--- src/rtl/dac_output_stage.sv ---
// Final TX stage: gain shift, round, saturate and offset-binary convert a 1s17 sample for a 14-bit DAC,
// with ramp/square/mute test patterns, a delayed write strobe and a saturating overflow counter.
module dac_output_stage #(
  parameter int IN_W      = 18,
  parameter int DAC_W     = 14,
  parameter int RAMP_STEP = 1,
  parameter int SQ_HALF   = 8,
  parameter int OVF_W     = 16
) (
  input  logic                    clk,
  input  logic                    reset,
  input  logic                    sam_clk_en,
  input  logic [1:0]              mode,
  input  logic [2:0]              shift,
  input  logic                    clr_ovf,
  input  logic signed [IN_W-1:0]  data_in,
  output logic [DAC_W-1:0]        dac_data,
  output logic                    dac_wrt,
  output logic                    ovf_flag,
  output logic [OVF_W-1:0]        ovf_count,
  output logic [1:0]              mode_active
);

  localparam int WW   = IN_W + 8;
  localparam int FRAC = IN_W - DAC_W;
  localparam int SQW  = $clog2(SQ_HALF) + 1;

  localparam logic signed [WW-1:0] ROUND  = WW'(2 ** (FRAC - 1));
  localparam logic signed [WW-1:0] Q_MAX  = WW'((2 ** (DAC_W - 1)) - 1);
  localparam logic signed [WW-1:0] Q_MIN  = WW'(-(2 ** (DAC_W - 1)));
  localparam logic [DAC_W-1:0]     MID_CODE   = DAC_W'(1 << (DAC_W - 1));
  localparam logic [DAC_W-1:0]     SQ_HI_CODE = DAC_W'(3 << (DAC_W - 2));
  localparam logic [DAC_W-1:0]     SQ_LO_CODE = DAC_W'(1 << (DAC_W - 2));

  typedef enum logic [2:0] {ST_IDLE, ST_PASS, ST_RAMP, ST_SQUARE, ST_MUTE} state_t;

  function automatic state_t mode_to_state(input logic [1:0] m);
    case (m)
      2'd0:    return ST_PASS;
      2'd1:    return ST_RAMP;
      2'd2:    return ST_SQUARE;
      default: return ST_MUTE;
    endcase
  endfunction

  state_t             state_q, state_d, tgt;
  logic [1:0]         mode_active_q, mode_active_d;
  logic [DAC_W-1:0]   stage1_q, stage1_d;
  logic [DAC_W-1:0]   ramp_acc_q, ramp_acc_d, ramp_cur;
  logic [SQW-1:0]     sq_cnt_q, sq_cnt_d, sq_cur;
  logic               sq_phase_q, sq_phase_d, sq_ph_cur;
  logic [DAC_W-1:0]   dac_data_q, dac_data_d;
  logic               wrt_pend_q, wrt_pend_d;
  logic               dac_wrt_q, dac_wrt_d;
  logic               ovf_flag_q, ovf_flag_d;
  logic [OVF_W-1:0]   ovf_count_q, ovf_count_d;
  logic               entering, ovf_event;

  // Pass datapath: the shift >>> FRAC is a floor, so clipping can be judged on the quotient directly.
  logic signed [WW-1:0] ext_s, sum_s, quo_s;
  logic                 clip_hi, clip_lo;
  logic [DAC_W-1:0]     pass_code;

  always_comb begin
    ext_s     = WW'(data_in);
    sum_s     = (ext_s <<< shift) + ROUND;
    quo_s     = sum_s >>> FRAC;
    clip_hi   = quo_s > Q_MAX;
    clip_lo   = quo_s < Q_MIN;
    pass_code = clip_hi ? {1'b0, {(DAC_W-1){1'b1}}} :
                clip_lo ? {1'b1, {(DAC_W-1){1'b0}}} : quo_s[DAC_W-1:0];
  end

  // NOTE: every *_d gets its hold value first, so no path through this block can infer a latch.
  always_comb begin
    state_d       = state_q;
    mode_active_d = mode_active_q;
    stage1_d      = stage1_q;
    ramp_acc_d    = ramp_acc_q;
    sq_cnt_d      = sq_cnt_q;
    sq_phase_d    = sq_phase_q;
    dac_data_d    = dac_data_q;
    wrt_pend_d    = 1'b0;
    dac_wrt_d     = wrt_pend_q;
    ovf_flag_d    = ovf_flag_q;
    ovf_count_d   = ovf_count_q;
    tgt           = state_q;
    entering      = 1'b0;
    ovf_event     = 1'b0;
    ramp_cur      = '0;
    sq_cur        = '0;
    sq_ph_cur     = 1'b1;

    if (sam_clk_en) begin
      if (state_q == ST_IDLE || mode != mode_active_q) begin
        tgt           = mode_to_state(mode);
        mode_active_d = mode;
      end
      entering = (tgt != state_q);
      state_d  = tgt;

      // Stage 2 emits the previous stage-1 value, so a mode change leaves no gap in the output.
      if (state_q != ST_IDLE) begin
        dac_data_d = {~stage1_q[DAC_W-1], stage1_q[DAC_W-2:0]};
        wrt_pend_d = 1'b1;
      end

      case (tgt)
        ST_PASS: begin
          stage1_d  = pass_code;
          ovf_event = clip_hi | clip_lo;
        end
        ST_RAMP: begin
          ramp_cur   = entering ? '0 : ramp_acc_q;
          stage1_d   = ramp_cur ^ MID_CODE;
          ramp_acc_d = ramp_cur + DAC_W'(RAMP_STEP);
        end
        ST_SQUARE: begin
          sq_cur    = entering ? '0 : sq_cnt_q;
          sq_ph_cur = entering ? 1'b1 : sq_phase_q;
          stage1_d  = (sq_ph_cur ? SQ_HI_CODE : SQ_LO_CODE) ^ MID_CODE;
          if (sq_cur == SQW'(SQ_HALF - 1)) begin
            sq_cnt_d   = '0;
            sq_phase_d = ~sq_ph_cur;
          end else begin
            sq_cnt_d   = sq_cur + SQW'(1);
            sq_phase_d = sq_ph_cur;
          end
        end
        default: stage1_d = '0;
      endcase
    end

    if (clr_ovf) begin
      ovf_flag_d  = ovf_event;
      ovf_count_d = ovf_event ? OVF_W'(1) : '0;
    end else if (ovf_event) begin
      ovf_flag_d = 1'b1;
      if (ovf_count_q != '1) ovf_count_d = ovf_count_q + OVF_W'(1);
    end
  end

  // NOTE: sequential state uses non-blocking assignments so every flop samples pre-edge values.
  always_ff @(posedge clk) begin
    if (reset) begin
      state_q       <= ST_IDLE;
      mode_active_q <= 2'd3;
      stage1_q      <= '0;
      ramp_acc_q    <= '0;
      sq_cnt_q      <= '0;
      sq_phase_q    <= 1'b1;
      dac_data_q    <= MID_CODE;
      wrt_pend_q    <= 1'b0;
      dac_wrt_q     <= 1'b0;
      ovf_flag_q    <= 1'b0;
      ovf_count_q   <= '0;
    end else begin
      state_q       <= state_d;
      mode_active_q <= mode_active_d;
      stage1_q      <= stage1_d;
      ramp_acc_q    <= ramp_acc_d;
      sq_cnt_q      <= sq_cnt_d;
      sq_phase_q    <= sq_phase_d;
      dac_data_q    <= dac_data_d;
      wrt_pend_q    <= wrt_pend_d;
      dac_wrt_q     <= dac_wrt_d;
      ovf_flag_q    <= ovf_flag_d;
      ovf_count_q   <= ovf_count_d;
    end
  end

  assign dac_data    = dac_data_q;
  assign dac_wrt     = dac_wrt_q;
  assign ovf_flag    = ovf_flag_q;
  assign ovf_count   = ovf_count_q;
  assign mode_active = mode_active_q;

endmodule
--- config.mk ---
export PLATFORM = sky130hd
export DESIGN_NAME = dac_output_stage
export DESIGN_NICKNAME = d
export VERILOG_FILES = /design/src/rtl/dac_output_stage.sv
export SDC_FILE = /design/constraint.sdc
export NUM_CORES = 1
export LEC_CHECK = 0
export ABC_CLOCK_PERIOD_IN_PS = 5160
export CAP_MARGIN = 30
export CORE_ASPECT_RATIO = 2
export CORE_MARGIN = 1.5
export CORE_UTILIZATION = 52
export DETAILED_ROUTE_END_ITERATION = 12
export HOLD_SLACK_MARGIN = 0.15
export PLACE_DENSITY = 0.78
export SLEW_MARGIN = 30
export SYNTH_ARGS = -nofsm -noshare
export SYNTH_HDL_FRONTEND = slang
export SYNTH_SLANG_ARGS = --single-unit
--- constraint.sdc ---
create_clock -name clk -period 5.16 [get_ports clk]
set_input_delay 0.774 -clock clk [delete_from_list [all_inputs] [get_ports clk]]
set_output_delay 0.774 -clock clk [all_outputs]
set_load 0.01 [all_outputs]
==> results of run 1 <==
-- cells by family after synthesis --
family | after synthesis | synth area share, %
AO/OA/AOI/OAI | 179 | 23.49
XOR/XNOR | 22 | 3.729
adder cells (fa/ha/maj) | 7 | 1.695
buffers and inverters | 45 | 4.189
flip-flops | 71 | 27.51
multiplexers | 56 | 13.00
AND/OR/NAND/NOR | 270 | 26.39
-- state kept, by name, indices dropped and copies added, names as in the netlist --
name         cells
ovf_count       16
dac_wrt          1
dac_wrt_d        1
state_q          3
ovf_flag         1
dac_data        14
stage1_q        14
ramp_acc_q      14
sq_cnt_q         4
sq_phase_q       1
mode_active      2
-- Yosys cell counts (6+ instances only) --
| master | count | area share, % |
|---|---|---|
| o31ai_1 | 12 | 1.7 |
| dfxtp_1 | 71 | 28 |
| a22o_1 | 7 | 1.2 |
| and2_1 | 11 | 1.3 |
| a21oi_1 | 53 | 5.1 |
| nand2b_1 | 7 | 0.85 |
| buf_2 | 10 | 0.97 |
| a311oi_1 | 6 | 1.0 |
| mux4_2 | 6 | 2.6 |
| inv_1 | 9 | 0.65 |
| nor3_1 | 6 | 0.58 |
| mux2_2 | 16 | 3.5 |
| clkbuf_1 | 17 | 1.2 |
| xor2_1 | 11 | 1.9 |
| o21ai_0 | 28 | 2.7 |
| nand4_1 | 8 | 0.97 |
| nand3_1 | 23 | 2.2 |
| mux2i_1 | 33 | 6.4 |
| xnor2_1 | 11 | 1.9 |
| a211o_1 | 10 | 1.7 |
| nand2_1 | 84 | 6.1 |
| nor2b_1 | 17 | 2.1 |
| and3_1 | 9 | 1.1 |
| ha_1 | 7 | 1.7 |
| a31oi_1 | 8 | 0.97 |
| or3_1 | 6 | 0.73 |
| or4_1 | 11 | 1.6 |
| nor2_1 | 59 | 4.3 |
-- metal layers --
metal / track usage [%] / vias to the layer above / share of wire, %
met1: 29.45 / 2550 / 36
li1: - / 2528 / -
met2: 52.87 / 163 / 56
met5: 0 / - / 0
met4: 16.57 / 0 / 4.8
met3: 4.181 / 52 / 3.0
-- worst paths after layout --
check / endpoint / slack, ps / from
min reg2reg: dac_wrt / 450 / dac_wrt_d
min: dac_wrt / 450 / dac_wrt_d
max: ovf_count[15] / 720 / shift[2]
max reg2reg: ovf_count[12] / 1800 / state_q[2]
-- critical path, delay by kind of cell --
family                 cells  cell delay [ps]
buffers and inverters      2             1030
AO/OA/AOI/OAI              5             1720
multiplexers               1              400
AND/OR/NAND/NOR            3              750
-- power groups by stage --
stage | clock, mW | combinational, mW | sequential [mW]
after global placement | 0 | 0.311 | 0.582
after CTS | 0.774 | 0.320 | 0.571
after detailed placement | 0 | 0.318 | 0.583
final | 0.764 | 0.324 | 0.571
after global routing | 0.796 | 0.352 | 0.572
after floorplan | 0 | 0.220 | 0.581
-- layout make-up --
| class | count | area (um2) |
|---|---|---|
| Fill cell | 867 | 3505 |
| Timing Repair Buffer | 71 | 673.1 |
| Clock inverter | 5 | 128.9 |
| Tap cell | 132 | 165.2 |
| Multi-Input combinational cell | 534 | 3530 |
| Clock buffer | 11 | 242.7 |
| Inverter | 9 | 33.78 |
| Sequential cell | 71 | 1421 |
-- per-stage QoR --
| stage | setup slack [ps] | hold slack, ps | power [mW] | instances |
|---|---|---|---|---|
| 2_1_floorplan | 279.9 | 413.8 | 0.8008 | 650 |
| 3_3_place_gp | 522.4 | 429.7 | 0.8933 | 817 |
| 3_5_place_dp | 440.3 | 435.9 | 0.9002 | 817 |
| 4_1_cts | 763.8 | 452.6 | 1.665 | 833 |
| 5_1_grt | 353.3 | 463.4 | 1.721 | 833 |
| 6_report | 721.9 | 450.5 | 1.660 | 833 |
==> results.py, run 1 <==
metrics = {
    "final_layout": {
        "diodes": 0,
        "postLayoutCoreUtil_pct": 63.87,
        "final_common_cell": "nand2_1",
        "drive_above_1_share_pct": 9.272,
        "synthToLayoutAreaGrowth_pct": 19.88,
        "design_area_um2": 6195,
        "mostFrequentLayoutCells": "nand2_1, dfxtp_1, nor2_1",
        "fin_nets": 730,
    },
    "power_and_ir_drop": {
        "p_sw_mw": 0.4343,
        "ir_worst_vdd_v": 0.0001753,
        "pwr-share-comb_pct": 19.5,
        "p_leak_nw": 2.272,
        "internal-power_mw": 1.225,
        "power_frac_seq_pct": 34.4,
        "switching_share_pct": 26.17,
        "p_clk_share_pct": 46.0,
        "powerDensity_nw_per_um2": 267.9,
    },
    "place": {
        "hpwl_mm": 11.15,
        "port_buffers": 60,
        "place.gp.congestion": 0.9085,
        "placedInstanceArea_um2": 5823,
    },
    "routing": {
        "route.detailed.drc": 0,
        "wire_per_inst_um": 17.62,
        "drt_iter0_drc": 305,
        "routed_wl_mm": 14.68,
        "vias": 5293,
        "viasPerCell": 6.354,
        "drt_pass1_iterations": 5,
        "ant_nets": 0,
    },
    "clocking": {
        "numCtsBuffers": 9,
        "ctsResizeCount": 0,
        "clk_latency_ps": 340,
        "cts_buffer_depth": 2,
        "post_cts_buffers": 0,
        "root_buffer": "clkbuf_16",
        "cts_sinks": 71,
        "hold_buffers": 0,
        "h-tree-depth": 3,
        "cts_tree": "yes",
        "clk_pin_slew_ps": 50,
    },
    "setup_path": {
        "critPathMaxFanout": 41,
        "critical_path.cell_chain": "clkdlybuf4s50_1 > buf_4 > mux2_2 > a222oi_1 > nor2_1 > nor4b_2 > a311o_1 > o211a_1 > a211o_1 > or4_1 > a21oi_1",
        "worstRegToRegCells": 9,
        "crit_path_top_delay_cell": "clkdlybuf4s50_1",
        "startpoint_type": "input port",
        "cp_slowest_stage_delay_ps": 600,
        "critPathKind": "in -> reg",
        "worstPathArrival_ps": 4700,
        "crit_path_end_kind": "flip-flop",
        "required_ps": 5420,
    },
    "die": {
        "io_pins": 61,
        "start_util_pct": 53.28,
        "dieWidth_um": 73.49,
        "row_count": 51,
        "dieArea_um2": 10580,
        "core-area_um2": 9699,
        "fp.dieH_um": 144.0,
    },
    "sta": {
        "setup_viol_count_final": 0,
        "fin_crit_sh_pct": 86.01,
        "hold_violations": 0,
        "rsz0062_at_grt": "false",
        "fin_setup_tns_ps": 0,
        "final.min_clock_period_ps": 4438,
        "fin_skew_ps": 7.087,
        "slew_viol_final": 0,
        "fmax_mhz": 225.3,
        "tightest_slew_ps": 745.4,
        "slew_headroom_pct": 49.97,
    },
    "global_route": {
        "grt_pass1_wl_mm": 24.12,
        "antenna_found_initial": 0,
        "first_global_vias": 5177,
        "gr-total-overflow": 0,
        "grt.total_usage_pct": 28.65,
        "grt_start_max_net_pins": 42,
    },
    "synth": {
        "synth.avg_cell_area_um2": 7.950,
        "syn_nets": 684,
        "synthArstFlopShare_pct": 0,
        "synthCells": 650,
        "ys_seq_area_share_pct": 27.51,
        "yosysWarnings": 0,
        "synth_edf_count": 0,
        "synth_cell_types": 74,
        "synth-seq-cells": 71,
        "syn_area_um2": 5167,
        "yosys_most_used_dff": "dfxtp_1",
    },
    "hold_path": {
        "hold_class": "reg -> reg",
        "worstHoldPathCells": 1,
    },
    "outcome": {
        "outcome": "completed",
    },
    "flow_run": {
        "maxCapViolations": 0,
    },
}
(Power assumes the default switching activity.)
==> run 2, diff against run 1 <==
--- a/config.mk
+++ b/config.mk
@@ -9,10 +9,9 @@
 export CAP_MARGIN = 30
 export CORE_ASPECT_RATIO = 2
 export CORE_MARGIN = 1.5
-export CORE_UTILIZATION = 52
+export CORE_UTILIZATION = 30
 export DETAILED_ROUTE_END_ITERATION = 12
 export HOLD_SLACK_MARGIN = 0.15
-export PLACE_DENSITY = 0.78
 export SLEW_MARGIN = 30
 export SYNTH_ARGS = -nofsm -noshare
 export SYNTH_HDL_FRONTEND = slang
==> results.py, run 2 (same netlist as run 1, synthesis figures left out) <==
metrics = {
    "outcome": {
        "outcome": "completed",
    },
    "sta": {
        "setup_viol_count_final": 0,
        "rsz0062_at_grt": "false",
        "fin_setup_tns_ps": 0,
        "final.min_clock_period_ps": 4504,
        "fmax_mhz": 222.0,
        "worst_hold_slack_ps": 440.4,
        "fin_skew_ps": 5.117,
        "slew_viol_final": 0,
        "fin_crit_sh_pct": 87.29,
        "hold_violations": 0,
        "slew_headroom_pct": 46.82,
        "tightest_slew_ps": 797.7,
    },
    "die": {
        "dieArea_um2": 18070,
        "core-area_um2": 16850,
        "dieWidth_um": 95.81,
        "start_util_pct": 30.67,
        "fp.dieH_um": 188.6,
        "io_pins": 61,
        "row_count": 67,
    },
    "final_layout": {
        "nFillCells": 1750,
        "design_area_um2": 6238,
        "drive_above_1_share_pct": 9.659,
        "final_common_cell": "nand2_1",
        "mostFrequentLayoutCells": "nand2_1, dfxtp_1, nor2_1",
        "synthToLayoutAreaGrowth_pct": 20.73,
        "largest_reg_flops": 16,
        "diodes": 0,
        "fin_nets": 733,
        "layout.cells.non_filler": 911,
        "postLayoutCoreUtil_pct": 37.02,
    },
    "setup_path": {
        "startpoint_type": "input port",
        "timing.rr.start": "state_q[0]",
        "required_ps": 5420,
        "worstPathArrival_ps": 4770,
        "crit_path_end_kind": "flip-flop",
        "crit_start": "shift[2]",
        "critPathKind": "in -> reg",
        "critPathMaxFanout": 14,
    },
    "flow_run": {
        "maxCapViolations": 0,
    },
    "clocking": {
        "hold_buffers": 0,
        "post_cts_buffers": 0,
        "root_buffer": "clkbuf_16",
        "cts_sinks": 71,
        "cts_tree": "yes",
        "cts_buffer_depth": 2,
        "h-tree-depth": 3,
        "clk_latency_ps": 330,
        "clk_pin_slew_ps": 60,
        "ctsResizeCount": 0,
        "numCtsBuffers": 9,
    },
    "global_route": {
        "grt_pass1_wl_mm": 24.16,
        "gr-total-overflow": 0,
        "first_global_vias": 4970,
        "grtUsageMet3_pct": 1.776,
        "grt.busiest_layer": "met2",
        "grt.total_usage_pct": 17.05,
        "antenna_found_initial": 0,
        "gr-usage-met2_pct": 33.13,
        "met1_usage_pct": 16.52,
        "grt_start_max_net_pins": 46,
    },
    "routing": {
        "vias": 5008,
        "drt_pass1_iterations": 4,
        "drt_iter0_drc": 248,
        "routed_wl_mm": 14.96,
        "ant_nets": 0,
        "wire_per_inst_um": 16.42,
        "viasPerCell": 5.497,
        "route.detailed.drc": 0,
    },
    "place": {
        "placed_cells": 895,
        "place.gp.congestion": 0.8779,
        "placedInstanceArea_um2": 5939,
        "hpwl_mm": 11.46,
        "port_buffers": 60,
    },
    "power_and_ir_drop": {
        "ir_worst_vdd_v": 0.0001434,
        "powerDensity_nw_per_um2": 243.6,
        "p_leak_nw": 2.253,
    },
    "hold_path": {
        "hp-start": "dac_wrt_d",
        "hold_class": "reg -> reg",
    },
}
[run 2: worst paths after layout]
kind	end	slack [ps]	cells past startpoint
max	ovf_count[15]	660	15
min	dac_wrt	440	1
max reg2reg	ramp_acc_q[8]	1980	11
min reg2reg	dac_wrt	440	1
[run 2: critical path: stages]
cell	delay [ps]
clkdlybuf4s50_1	680
mux2i_1	140
o21ai_0	180
nand2_1	80
o31ai_1	80
ha_1	260
nand2_1	60
or3_1	310
a31o_2	290
nor4b_2	390
o2111ai_1	240
o211a_1	210
a211o_1	460
or4_1	460
a21oi_1	150
[run 2: layer usage]
layer	vias to the layer above	part of all wire [%]
met4	0	4.2
li1	2515	-
met1	2362	37
met3	33	2.3
met5	-	0
met2	98	56
[run 2: metrics by stage]
step | power, mW | worst slack, ps
after floorplan | 0.8008 | 279.9
after global placement | 0.9045 | 404.5
after detailed placement | 0.9050 | 333.0
after CTS | 1.532 | 666.2
after global routing | 1.589 | 342.7
final | 1.520 | 656.0
[run 2: layout make-up]
| type | instances | area [um2] | share of cell area [%] |
|---|---|---|---|
| clock buffer | 11 | 242.7 | 3.891 |
| clock inverter | 5 | 56.30 | 0.9025 |
| inverter | 9 | 33.78 | 0.5415 |
| multi-input combinational | 534 | 3530 | 56.58 |
| sequential | 71 | 1421 | 22.78 |
| tap | 207 | 259.0 | 4.152 |
| timing repair buffer | 74 | 695.7 | 11.15 |
[run 2: power breakdown]
group	switching (mW)	total, mW	internal [mW]
Sequential	0.0106	0.571	0.560
Combinational	0.191	0.323	0.132
Clock	0.238	0.625	0.387
Total	0.440	1.52	1.08
